## src/rtl/ext_link_pkg.sv

```systemverilog
// Shared types and helpers for the external UART link transmitter and its ACK receiver.
// Defining EXT_LINK_PARITY_EN adds the parity-bit state to both state machines.
package ext_link_pkg;

    typedef enum logic [2:0] {
        IDLE,
        START_BIT,
        DATA_BITS,
`ifdef EXT_LINK_PARITY_EN
        PARITY_BIT,
`endif
        STOP_BIT,
        WAIT_ACK,
        DONE,
        FAIL
    } state_t;

    typedef enum logic [2:0] {
        RX_IDLE,
        RX_START,
        RX_DATA,
`ifdef EXT_LINK_PARITY_EN
        RX_PARITY,
`endif
        RX_STOP
    } rx_state_t;

    localparam logic [7:0] DEFAULT_ACK_BYTE = 8'b11001100;

    function automatic int clks_per_bit(input int clk_freq, input int baud_rate);
        return clk_freq / baud_rate;
    endfunction

endpackage

```

## src/rtl/ext_link_uart_rx.sv

```systemverilog
// UART byte receiver: 2-flop synchroniser, mid-bit sampling, stop-bit framing check.
// With EXT_LINK_PARITY_EN defined an even-parity bit is expected before the stop bit.
module ext_link_uart_rx
    import ext_link_pkg::*;
#(
    parameter int UART_WIDTH   = 8,
    parameter int CLKS_PER_BIT = 217
) (
    input  logic                  clk,
    input  logic                  rst,
    input  logic                  rx,
    output logic [UART_WIDTH-1:0] rx_byte,
    output logic                  rx_valid,
    output logic                  parity_err
);
    localparam int CNT_W = $clog2(CLKS_PER_BIT + 1);
    localparam int BIT_W = (UART_WIDTH > 1) ? $clog2(UART_WIDTH) : 1;
    localparam logic [CNT_W-1:0] CNT_HALF = CNT_W'(CLKS_PER_BIT / 2);
    localparam logic [CNT_W-1:0] CNT_LAST = CNT_W'(CLKS_PER_BIT - 1);
    localparam logic [BIT_W-1:0] BIT_LAST = BIT_W'(UART_WIDTH - 1);

    rx_state_t             state_reg, state_next;
    logic                  rx_meta_reg, rx_sync_reg, rx_prev_reg;
    logic [CNT_W-1:0]      cnt_reg, cnt_next;
    logic [BIT_W-1:0]      bit_idx_reg, bit_idx_next;
    logic [UART_WIDTH-1:0] shift_reg, shift_next;
    logic                  valid_reg, valid_next;
    logic                  perr_reg, perr_next;
`ifdef EXT_LINK_PARITY_EN
    logic                  par_reg, par_next;
`endif

    always_ff @(posedge clk or posedge rst) begin
        if (rst) begin
            rx_meta_reg <= 1'b1;
            rx_sync_reg <= 1'b1;
            rx_prev_reg <= 1'b1;
            state_reg   <= RX_IDLE;
            cnt_reg     <= '0;
            bit_idx_reg <= '0;
            shift_reg   <= '0;
            valid_reg   <= 1'b0;
            perr_reg    <= 1'b0;
`ifdef EXT_LINK_PARITY_EN
            par_reg     <= 1'b0;
`endif
        end else begin
            rx_meta_reg <= rx;
            rx_sync_reg <= rx_meta_reg;
            rx_prev_reg <= rx_sync_reg;
            state_reg   <= state_next;
            cnt_reg     <= cnt_next;
            bit_idx_reg <= bit_idx_next;
            shift_reg   <= shift_next;
            valid_reg   <= valid_next;
            perr_reg    <= perr_next;
`ifdef EXT_LINK_PARITY_EN
            par_reg     <= par_next;
`endif
        end
    end

    always_comb begin
        state_next   = state_reg;
        cnt_next     = cnt_reg + 1'b1;
        bit_idx_next = bit_idx_reg;
        shift_next   = shift_reg;
        valid_next   = 1'b0;
        perr_next    = perr_reg;
`ifdef EXT_LINK_PARITY_EN
        par_next     = par_reg;
`endif
        case (state_reg)
            RX_IDLE: begin
                // The edge cycle is the first start-bit cycle, so the count resumes at 1.
                cnt_next = CNT_W'(1);
                if (rx_prev_reg && !rx_sync_reg) state_next = RX_START;
            end
            RX_START: begin
                if (cnt_reg == CNT_HALF) begin
                    cnt_next     = '0;
                    bit_idx_next = '0;
                    state_next   = rx_sync_reg ? RX_IDLE : RX_DATA;
                end
            end
            RX_DATA: begin
                if (cnt_reg == CNT_LAST) begin
                    cnt_next   = '0;
                    shift_next = {rx_sync_reg, shift_reg[UART_WIDTH-1:1]};
                    if (bit_idx_reg == BIT_LAST) begin
`ifdef EXT_LINK_PARITY_EN
                        state_next = RX_PARITY;
`else
                        state_next = RX_STOP;
`endif
                    end else begin
                        bit_idx_next = bit_idx_reg + 1'b1;
                    end
                end
            end
`ifdef EXT_LINK_PARITY_EN
            RX_PARITY: begin
                if (cnt_reg == CNT_LAST) begin
                    cnt_next   = '0;
                    par_next   = rx_sync_reg;
                    state_next = RX_STOP;
                end
            end
`endif
            RX_STOP: begin
                if (cnt_reg == CNT_LAST) begin
                    state_next = RX_IDLE;
                    valid_next = rx_sync_reg;
`ifdef EXT_LINK_PARITY_EN
                    perr_next  = ^{shift_reg, par_reg};
`else
                    perr_next  = 1'b0;
`endif
                end
            end
            default: state_next = RX_IDLE;
        endcase
    end

    assign rx_byte    = shift_reg;
    assign rx_valid   = valid_reg;
    assign parity_err = perr_reg;

endmodule

```

## src/rtl/ext_link_tx.sv

```systemverilog
// Reliable link transmitter: sends a word as UART bytes (low byte first), waits for an ACK
// byte and retransmits on timeout or wrong reply. EXT_LINK_PARITY_EN enables even parity.
module ext_link_tx
    import ext_link_pkg::*;
#(
    parameter int DATA_WIDTH         = 16,
    parameter int UART_WIDTH         = 8,
    parameter int CLK_FREQ           = 50_000_000,
    parameter int BAUD_RATE          = 230400,
    parameter int RETRANSMIT_COUNT   = 5,
    parameter int ACK_TIMEOUT_CYCLES = 50_000,
    parameter logic [UART_WIDTH-1:0] ACK_BYTE = UART_WIDTH'(DEFAULT_ACK_BYTE),
    localparam int RC_W = (RETRANSMIT_COUNT > 0) ? $clog2(RETRANSMIT_COUNT + 1) : 1
) (
    input  logic                  clk,
    input  logic                  rst,
    input  logic                  start,
    input  logic [DATA_WIDTH-1:0] data,
    output logic                  ready,
    output logic                  busy,
    output logic                  done,
    output logic                  fail,
    output logic [RC_W-1:0]       retry_count,
    input  logic                  rx,
    output logic                  tx
);
    localparam int CPB    = clks_per_bit(CLK_FREQ, BAUD_RATE);
    localparam int BYTES  = (DATA_WIDTH + UART_WIDTH - 1) / UART_WIDTH;
    localparam int PAD_W  = BYTES * UART_WIDTH;
    localparam int CNT_W  = $clog2(CPB + 1);
    localparam int BIT_W  = (UART_WIDTH > 1) ? $clog2(UART_WIDTH) : 1;
    localparam int BYTE_W = (BYTES > 1) ? $clog2(BYTES) : 1;
    localparam int TO_W   = $clog2(ACK_TIMEOUT_CYCLES + 1);
    localparam logic [CNT_W-1:0]  CNT_LAST  = CNT_W'(CPB - 1);
    localparam logic [BIT_W-1:0]  BIT_LAST  = BIT_W'(UART_WIDTH - 1);
    localparam logic [BYTE_W-1:0] BYTE_LAST = BYTE_W'(BYTES - 1);
    localparam logic [TO_W-1:0]   TO_LOAD   = TO_W'(ACK_TIMEOUT_CYCLES - 1);
    localparam logic [RC_W-1:0]   RC_MAX    = RC_W'(RETRANSMIT_COUNT);

    state_t                state_reg, state_next;
    logic [CNT_W-1:0]      clk_cnt_reg, clk_cnt_next;
    logic [BIT_W-1:0]      bit_idx_reg, bit_idx_next;
    logic [BYTE_W-1:0]     byte_idx_reg, byte_idx_next;
    logic [RC_W-1:0]       retry_reg, retry_next;
    logic [TO_W-1:0]       timeout_reg, timeout_next;
    logic [PAD_W-1:0]      data_reg, data_next;

    logic [UART_WIDTH-1:0] byte_arr [BYTES];
    logic [UART_WIDTH-1:0] cur_byte;
    logic [UART_WIDTH-1:0] rx_byte;
    logic                  rx_valid, rx_parity_err, ack_ok;
    logic                  bit_end;
    logic [CNT_W-1:0]      cnt_step;

    for (genvar gi = 0; gi < BYTES; gi++) begin : g_bytes
        assign byte_arr[gi] = data_reg[gi*UART_WIDTH +: UART_WIDTH];
    end
    assign cur_byte = byte_arr[byte_idx_reg];

    ext_link_uart_rx #(
        .UART_WIDTH   (UART_WIDTH),
        .CLKS_PER_BIT (CPB)
    ) u_rx (
        .clk        (clk),
        .rst        (rst),
        .rx         (rx),
        .rx_byte    (rx_byte),
        .rx_valid   (rx_valid),
        .parity_err (rx_parity_err)
    );

    assign ack_ok   = rx_valid && !rx_parity_err && (rx_byte == ACK_BYTE);
    assign bit_end  = (clk_cnt_reg == CNT_LAST);
    assign cnt_step = bit_end ? '0 : clk_cnt_reg + 1'b1;

    always_ff @(posedge clk or posedge rst) begin
        if (rst) begin
            state_reg    <= IDLE;
            clk_cnt_reg  <= '0;
            bit_idx_reg  <= '0;
            byte_idx_reg <= '0;
            retry_reg    <= '0;
            timeout_reg  <= '0;
            data_reg     <= '0;
        end else begin
            state_reg    <= state_next;
            clk_cnt_reg  <= clk_cnt_next;
            bit_idx_reg  <= bit_idx_next;
            byte_idx_reg <= byte_idx_next;
            retry_reg    <= retry_next;
            timeout_reg  <= timeout_next;
            data_reg     <= data_next;
        end
    end

    always_comb begin
        state_next    = state_reg;
        clk_cnt_next  = '0;
        bit_idx_next  = bit_idx_reg;
        byte_idx_next = byte_idx_reg;
        retry_next    = retry_reg;
        timeout_next  = timeout_reg;
        data_next     = data_reg;
        case (state_reg)
            IDLE: begin
                if (start) begin
                    data_next                   = '0;
                    data_next[DATA_WIDTH-1:0]   = data;
                    retry_next                  = '0;
                    byte_idx_next               = '0;
                    state_next                  = START_BIT;
                end
            end
            START_BIT: begin
                clk_cnt_next = cnt_step;
                if (bit_end) begin
                    bit_idx_next = '0;
                    state_next   = DATA_BITS;
                end
            end
            DATA_BITS: begin
                clk_cnt_next = cnt_step;
                if (bit_end) begin
                    if (bit_idx_reg == BIT_LAST) begin
`ifdef EXT_LINK_PARITY_EN
                        state_next = PARITY_BIT;
`else
                        state_next = STOP_BIT;
`endif
                    end else begin
                        bit_idx_next = bit_idx_reg + 1'b1;
                    end
                end
            end
`ifdef EXT_LINK_PARITY_EN
            PARITY_BIT: begin
                clk_cnt_next = cnt_step;
                if (bit_end) state_next = STOP_BIT;
            end
`endif
            STOP_BIT: begin
                clk_cnt_next = cnt_step;
                if (bit_end) begin
                    if (byte_idx_reg != BYTE_LAST) begin
                        byte_idx_next = byte_idx_reg + 1'b1;
                        state_next    = START_BIT;
                    end else begin
                        timeout_next = TO_LOAD;
                        state_next   = WAIT_ACK;
                    end
                end
            end
            WAIT_ACK: begin
                timeout_next = timeout_reg - 1'b1;
                // A valid ACK takes priority over a coincident timeout expiry.
                if (ack_ok) begin
                    state_next = DONE;
                end else if (rx_valid || (timeout_reg == '0)) begin
                    if (retry_reg != RC_MAX) begin
                        retry_next    = retry_reg + 1'b1;
                        byte_idx_next = '0;
                        state_next    = START_BIT;
                    end else begin
                        state_next = FAIL;
                    end
                end
            end
            DONE:    state_next = IDLE;
            FAIL:    state_next = IDLE;
            default: state_next = IDLE;
        endcase
    end

    always_comb begin
        tx = 1'b1;
        case (state_reg)
            START_BIT: tx = 1'b0;
            DATA_BITS: tx = cur_byte[bit_idx_reg];
`ifdef EXT_LINK_PARITY_EN
            PARITY_BIT: tx = ^cur_byte;
`endif
            default:   tx = 1'b1;
        endcase
    end

    assign ready       = (state_reg == IDLE);
    assign busy        = ~ready;
    assign done        = (state_reg == DONE);
    assign fail        = (state_reg == FAIL);
    assign retry_count = retry_reg;

endmodule

```

## config.mk

```make
export PLATFORM = sky130hd
export DESIGN_NAME = ext_link_tx
export DESIGN_NICKNAME = d
export VERILOG_FILES = /design/src/rtl/ext_link_pkg.sv /design/src/rtl/ext_link_uart_rx.sv /design/src/rtl/ext_link_tx.sv
export SDC_FILE = /design/constraint.sdc
export NUM_CORES = 1
export LEC_CHECK = 0
export BUFFER_PORTS_ARGS = -buffer_cell sky130_fd_sc_hd__buf_2
export CAP_MARGIN = 25
export CELL_PAD_IN_SITES_DETAIL_PLACEMENT = 0
export CELL_PAD_IN_SITES_GLOBAL_PLACEMENT = 1
export CORE_MARGIN = 2
export CORE_UTILIZATION = 48
export CTS_CLUSTER_DIAMETER = 200
export CTS_CLUSTER_SIZE = 25
export DETAILED_ROUTE_END_ITERATION = 8
export MAX_ROUTING_LAYER = met4
export PLACE_DENSITY = 0.89
export REMOVE_ABC_BUFFERS = 1
export SLEW_MARGIN = 20
export SYNTH_ARGS = -nofsm -noshare
export SYNTH_HDL_FRONTEND = slang
export SYNTH_SLANG_ARGS = --single-unit
```

## constraint.sdc

```tcl
create_clock -name clk -period 2.7 [get_ports clk]
set_input_delay 0.54 -clock clk [delete_from_list [all_inputs] [get_ports clk]]
set_output_delay 0.54 -clock clk [all_outputs]
set_load 0.02 [all_outputs]
```

== Word level (Yosys, flattened, before mapping) ==
Index checks and enable logic that the tools add are counted.

* Latch bits: 0
* Memories: 0
* Word-level logic and storage cells: 134
* Bits in read-only memories: 0
* Flip-flop bits (word level): 76
* Bits in writable memories: 0
* Output and inout bits: 8

* Divide/modulo/power cells: 0
* Bitwise gates (word level): 2
* Multiplexer cells: 53
* Multipliers: 0
* Shifts and indexed selects: 0
* Add/subtract/negate cells: 7
* Equality and inequality tests: 33
* Reductions and logical operators: 22
* Order comparisons: 2

{| class="wikitable"
|+ Operators with widths
! operator !! count
|-
| 3-bit two-way mux || 24
|-
| 8-bit two-way mux || 7
|-
| 16-bit two-way mux || 2
|-
| 16-bit case mux with 2 select lines || 1
|-
| 8-bit == test, second input constant || 3
|-
| 8-bit case mux with 3 select lines || 1
|-
| 2-bit != test, second input constant || 11
|-
| 3-bit case mux with 2 select lines || 3
|-
| 8-bit by 1-bit adder with 8-bit output, second input constant || 2
|-
| 16-bit zero test || 1
|-
| 16-bit by 1-bit subtractor with 16-bit output, second input constant || 1
|-
| 3-bit == test, second input constant || 5
|-
| 3-bit case mux with 5 select lines || 1
|-
| 3-bit by 2-bit == test with 1-bit output, second input constant || 4
|-
| 3-bit case mux with 4 select lines || 1
|-
| 6-bit AND reduction || 2
|-
| 2-bit by 1-bit != test with 1-bit output, second input constant || 5
|-
| 5-bit AND reduction || 2
|-
| 3-bit by 1-bit adder with 3-bit output, second input constant || 3
|-
| 1-bit two-way mux || 9
|-
| 8-bit by 7-bit == test with 1-bit output, second input constant || 1
|-
| 4-bit AND reduction || 2
|-
| 2-bit nonzero test || 4
|-
| 3-bit by 1-bit == test with 1-bit output, second input constant || 2
|-
| 18 further kinds || 22
|}

== Longest topological paths before layout ==
Gate-level depths: netlist (run 1).

* Depth in word-level cells: 7
* Depth in mapped cells: 8
* Mapped depth without buffers: 7

== Modules after synthesis ==
From an unflattened synthesis (run 1), not the netlist that was laid out.

* Cells, all modules: 349
* Area total of the unflattened synthesis: 3797.4 sq um

{| class="wikitable"
|+ Modules (own cells, without submodules)
! module !! instances !! area each (sq um) !! cells an instance
|-
| ext_link_tx || 1 || 2665.1 || 255
|-
| ext_link_uart_rx || 1 || 1132.3 || 94
|}

== Worst setup path before layout (run 1) ==
OpenSTA, ideal clock, no wires.

* Path type: register -> output
* Start: register bit_idx_reg[0]
* End: output tx
* Slack: 0.461 ns
* Arrival time: 1.699 ns
* Data required time: 2.160 ns
* Cell stages (with the launch flop): 6
* Buffers on the path: 1
* Cell sequence: dfrtp_1 > clkbuf_1 > mux4_2 > mux2_2 > a21oi_1 > o21bai_1

* Longest elaborated chain between the ends: 3

{| class="wikitable"
|+ RTL lines
! what !! RTL line !! RTL
|-
| start, declared || ext_link_tx.sv:42 || <nowiki>logic [BIT_W-1:0] bit_idx_reg, bit_idx_next;</nowiki>
|-
| start signal, assigned || ext_link_tx.sv:88 || <nowiki>bit_idx_reg <= bit_idx_next;</nowiki>
|-
| 1-bit binary-select mux with 3-bit select || ext_link_tx.sv:178 || <nowiki>DATA_BITS: tx = cur_byte[bit_idx_reg];</nowiki>
|-
| 1-bit two-way mux (not written as such) || ext_link_tx.sv:178 ||
|-
| 1-bit case mux with 2 select lines || ext_link_tx.sv:176 || <nowiki>case (state_reg)</nowiki>
|-
| end, declared || ext_link_tx.sv:25 || <nowiki>output logic tx</nowiki>
|}

No other way between the ends. The select of a mux whose other input is x is not followed.

== Worst setup path in the final report (run 1) ==
Ends and elaborated chain as after synthesis.

==> impl_metrics.tcl, run 1 <==
set metrics [dict create \
    outcome "complete, no violations" \
    setup_repair_after_global_routing_missed_its_margin "no" \
    cp.arrival_ns 2.02 \
    first_pass_grt_wire_length_um 13200 \
    route.vias.total 2845 \
    post_synthesis_average_cell_area_um2 10.5 \
    synth_seq_cells 75 \
    netlist_area_um2 3910 \
    dieHeight_um 94.3 \
    count_of_endpoints_failing_setup_in_the_final_report 0 \
    io_pins 28 \
    buffer_ports.inserted 27 \
    clk_transition_reported_paths_ns 0.07 \
    gp_routability_congestion 0.792 \
    die_w_um 94.3 \
    relSlewSlack_pct 48.6 \
    worstSetupEndpointType "primary output" \
    track_usage_pct 19.5 \
    dominantRegCellSynth "dfrtp_1" \
    post_dr_vias_cell 5.59 \
    numCtsBuffers 9 \
    quantity_of_hold_fixing_buffers_added_after_cts 0 \
    design.die.area_um2 8890 \
    finalClockSkew_ns 0.0135 \
    layout_worst_path_cycle_share_pct 94.7 \
    clk-insertion-delay-late_ns 0.36 \
    synth_seq_area_share_pct 48.0 \
    antenna_left 0 \
    num-fill-cells 700 \
    finalNetCount 434 \
    netlist_instances 373 \
    register_area_um2 1880 \
    final_layout_size_suffix_gt1_share_pct 24.6 \
    timing.critical_path.required_ns 2.16 \
    hold_path.class "primary input to asynchronous set/reset pin" \
    worst-setup-path-type "register to primary output" \
    postRouteWirelength_um 7380 \
    number_of_flops_mapped_to_enable_cells_by_yosys 0 \
    hold_violations 0 \
    actual_transition_at_the_worst_max_transition_pin_ns 0.763 \
    dp_hpwl_um 5180 \
    cap_violations 0 \
    synth_cell_types 57 \
    worstSetupStartpointType "register" \
    pin_count_of_the_biggest_net_entering_global_routing 49 \
    remaining_drc_errors 0 \
    numClockSinks 75 \
    core_area_um2 7810 \
    antennaDiodeCount 0 \
    commonest_non_fill_non_tap_cell_in_the_layout "dfrtp_1" \
    global_route.overflow_total 0 \
    vias_in_the_first_global_route 2907 \
    max_clock_freq_mhz 391 \
    grt_antenna_before_repair 0 \
    finalCriticalPeriod_ns 2.56 \
    maxSlewViolCount 0 \
    cellPowerDensity_nw_per_um2 714 \
    fin_tns_setup_ns 0 \
    crit_path_max_fanout 7 \
    clock_tree_from_tritoncts "done" \
    ir_worst_vdd_v 0.000494 \
    initial_core_util_pct 50.1 \
    clk_path_buf_depth 2 \
    number_of_placement_rows 32 \
    synth-async-reset-ratio_pct 100 \
    final_cell_mix "71 x dfrtp_1, 41 x nor2_1, 33 x nand2_1" \
    detail_route.iter0.violations 138 \
    avgRoutedWirePerCell_um 14.5 \
    drt_pass1_iterations 4 \
    power_leakage_uw 0.00201 \
    cts.root.buffer_cell "clkbuf_8" \
    yosys_warnings 0 \
    area_growth_syn_to_layout_pct 12.0 \
    final_cell_count_no_fill 509 \
    htree_num_levels 3 \
    multiInputGateArea_um2 1890 \
    dp.cells 493 \
]
==> layout make-up <==
| class | instances | share of cell area (%) |
|---|---|---|
| clock buffer | 11 | 3.00 |
| clock inverter | 5 | 1.77 |
| inverter | 14 | 1.20 |
| multi-input combinational | 265 | 43.1 |
| sequential | 75 | 42.9 |
| tap | 102 | 2.91 |
| timing repair buffer | 37 | 5.08 |
==> metrics by stage <==
stage | util (%) | setup slack (ns) | total power, µW | hold slack (ns) | cell area, µm²
after floorplan | - | 0.255 | 2010 | 0.345 | 3820
after global placement | 53.5 | 0.401 | 2200 | 0.346 | 4170
after detailed placement | 53.5 | 0.308 | 2230 | 0.347 | 4170
after CTS | 56.1 | 0.0219 | 3160 | 0.251 | 4380
after global routing | 56.2 | 0.0323 | 3320 | 0.260 | 4380
final | 56.2 | 0.142 | 3130 | 0.243 | 4380
==> where the power goes <==
| group | total [µW] | switching, µW | internal [µW] |
|---|---|---|---|
| logic | 725 | 350 | 375 |
| clock network | 926 | 408 | 518 |
| registers | 1480 | 159 | 1320 |
| total | 3130 | 917 | 2210 |
==> repair_timing <==
action | CTS | global route
buffers inserted | 0 | 0
resized for setup | 0 | 1
endpoints found under the setup margin | 0 | 1
==> cell families (layout without fill, tap and decap cells) <==
logic type / after synthesis / count (layout) / share of synthesized area (%)
compound gates: 68 / 68 / 12.2
buf+inv: 33 / 67 / 3.64
flops: 75 / 75 / 48.1
simple gates: 136 / 136 / 18.0
fa+ha+maj: 12 / 12 / 3.84
mux: 32 / 32 / 10.5
xor+xnor: 17 / 17 / 3.80
==> critical path, stage by stage, from the launching register on <==
cell and delay [ns]:
dfrtp_2 0.47, mux4_2 0.51, mux2_2 0.28, a21oi_1 0.15
o21bai_1 0.08, buf_2 0.16
==> final timing paths <==
kind,start,end,slack (ns),depth (start not counted)
worst max-delay path,bit_idx_reg[0],tx,0.14,5
worst min-delay path,rst,data_reg[10],0.24,2
worst max register to register,timeout_reg[0],state_reg[0],0.31,7
worst min register to register,u_rx.rx_meta_reg,u_rx.rx_sync_reg,0.37,0
max in group asynchronous,rst,clk_cnt_reg[5],1.79,3
min in group clk,rx,u_rx.rx_meta_reg,0.27,1
==> cell usage after synthesis (all sizes together) (4+ instances only) <==
| master | instances | area, µm² |
|---|---|---|
| nand2 | 33 | 124 |
| a22o | 8 | 70.1 |
| nor4 | 5 | 31.3 |
| and3 | 4 | 25.0 |
| nand3 | 11 | 55.1 |
| ha | 12 | 150 |
| clkbuf | 14 | 52.6 |
| xnor2 | 4 | 35.0 |
| buf | 5 | 37.5 |
| inv | 14 | 52.6 |
| xor2 | 13 | 114 |
| dfrtp | 72 | 1800 |
| o21ai | 23 | 119 |
| and2 | 4 | 25.0 |
| o31ai | 5 | 37.5 |
| a21oi | 12 | 60.1 |
| o41ai | 4 | 61.3 |
| nor4b | 5 | 50.0 |
| or3 | 4 | 26.3 |
| mux4 | 4 | 90.1 |
| nor3 | 6 | 30.0 |
| mux2 | 28 | 319 |
| nor2 | 41 | 154 |
==> per-layer routing <==
layer  up-vias  wire length [µm]  GRT usage (%)  share of wire [%]
li1       1386                 -              -                  -
met1      1398              3480           25.6                 47
met2        49              3460           29.5                 47
met3        12               332           5.06                4.5
met4         0               104           7.13                1.4
met5         -                 0              -                  0
Note: power is estimated with default switching activity, not from simulation.
==> inputs of run 2 (changes only) <==
- CORE_UTILIZATION: 48 -> 24
- PLACE_DENSITY: 0.89 -> 0.55
==> run 2 against run 1 <==
Cell count is 23% higher. Die area is 95% higher. Clock skew is 0.0057 ns lower. Critical endpoint unchanged. Largest cell class unchanged. Core utilization is 27 points lower.
==> impl_metrics.tcl, run 2 (synthesis gave the netlist of run 1 again) <==
set metrics [dict create \
    count_of_endpoints_failing_setup_in_the_final_report 0 \
    htree_num_levels 3 \
    post_cts_resize_count 1 \
    hold_violations 0 \
    global_route.overflow_total 0 \
    route.vias.total 2840 \
    maxSlewViolCount 0 \
    final_cell_mix "71 x dfrtp_1, 41 x nor2_1, 33 x nand2_1" \
    clk_path_buf_depth 2 \
    clk_transition_reported_paths_ns 0.06 \
    track_usage_pct 10.3 \
    cp_top_family "multiplexers" \
    avgRoutedWirePerCell_um 13.0 \
    post-route-worst-setup-slack_ns 0.155 \
    timing.critical_path.slowest_cell_delay_ns 0.52 \
    cap_violations 0 \
    vias_in_the_first_global_route 2799 \
    detail_route.iter0.violations 148 \
    place_area_um2 4340 \
    number_of_placement_rows 46 \
    timing.critical_path.required_ns 2.16 \
    numClockSinks 75 \
    pin_count_of_the_biggest_net_entering_global_routing 76 \
    clk-insertion-delay-late_ns 0.34 \
    relSlewSlack_pct 49.1 \
    antenna_left 0 \
    remaining_drc_errors 0 \
    cp.arrival_ns 2.00 \
    area_growth_syn_to_layout_pct 18.4 \
    actual_transition_at_the_worst_max_transition_pin_ns 0.756 \
    reg2reg_slack_ns 0.33 \
    cts.root.buffer_cell "clkbuf_16" \
    finalClockSkew_ns 0.00784 \
    worstSetupStartpointType "register" \
    fin_tns_setup_ns 0 \
    cts_setup_buffers 0 \
    max_clock_freq_mhz 393 \
    gp_routability_congestion 0.782 \
    buffer_ports.inserted 27 \
    outcome "complete, no violations" \
    setup_repair_after_global_routing_missed_its_margin "no" \
    finalNetCount 437 \
    clock_tree_from_tritoncts "done" \
    die_w_um 132 \
    worst-setup-path-type "register to primary output" \
    drt_pass1_iterations 4 \
    numCtsBuffers 9 \
    dp_hpwl_um 5660 \
    post_dr_vias_cell 4.54 \
    crit_path_max_fanout 7 \
    core_area_um2 15900 \
    place_worst_setup_slack_ns 0.340 \
    worstSetupEndpointType "primary output" \
    hold_path.class "primary input to asynchronous set/reset pin" \
    layout_worst_path_cycle_share_pct 94.2 \
    finalInstanceArea_um2 4630 \
    timing.hold.ws_ns 0.268 \
    design.die.area_um2 17300 \
    num-fill-cells 1716 \
    finalCriticalPeriod_ns 2.54 \
    postRouteWirelength_um 8150 \
    initial_core_util_pct 24.6 \
    worstPathBufferInverterCount 1 \
    power_leakage_uw 0.00206 \
    critical_path.slowest_cell "mux4_2" \
    cellPowerDensity_nw_per_um2 738 \
    quantity_of_hold_fixing_buffers_added_after_cts 0 \
    antennaDiodeCount 0 \
    final_layout_size_suffix_gt1_share_pct 25.4 \
    grt_antenna_before_repair 0 \
    dieHeight_um 132 \
    first_pass_grt_wire_length_um 14000 \
    ir_worst_vdd_v 0.000360 \
    io_pins 28 \
    commonest_non_fill_non_tap_cell_in_the_layout "dfrtp_1" \
    crit_chain "mux4_2, mux2_2, a21oi_1, o21bai_1, buf_2" \
]
## run 2: area by class of cell
cell class              count  area, µm²  share of cell area (%)
well taps                 216        270                    5.83
flip-flops and latches     75       1880                    40.6
inverters                  14       52.6                    1.13
multi-input cells         265       1890                    40.8
clock buffers              10        229                    4.94
repair buffers             40        245                    5.29
clock inverters             6       65.1                    1.40
## run 2: tightest hold or removal path, cell delays in order
cell and delay, ns:
buf_2 0.10, inv_2 0.06, buf_12 0.32
## run 2: worst paths after layout
path | from | end | cells after the start
worst min-delay path | rst | data_reg[13] | 3
min in group clk | rx | u_rx.rx_meta_reg | 1
worst max-delay path | bit_idx_reg[0] | tx | 5
worst max register to register | timeout_reg[0] | state_reg[0] | 7
worst min register to register | u_rx.rx_meta_reg | u_rx.rx_sync_reg | 0
max in group asynchronous | rst | u_rx.rx_prev_reg | 3
## run 2: layer usage
metal	vias up	wire, µm	track usage [%]
met5	-	0	-
met4	0	135	4.29
met3	14	288	2.58
met2	48	3620	15.1
met1	1386	4100	13.6
li1	1392	-	-
## run 2: through the flow
step	cells	util (%)	total power (µW)
after CTS	626	29.2	3470
after floorplan	354	-	2010
after global routing	626	29.2	3630
final	626	29.2	3420
after global placement	610	27.3	2240
after detailed placement	610	27.3	2250
## run 2: power breakdown
part	leakage, µW	switching (µW)	total, µW	internal (µW)
clock network	0.000143	489	1210	718
logic	0.000937	349	730	382
registers	0.000981	159	1480	1320
total	0.00206	997	3420	2420
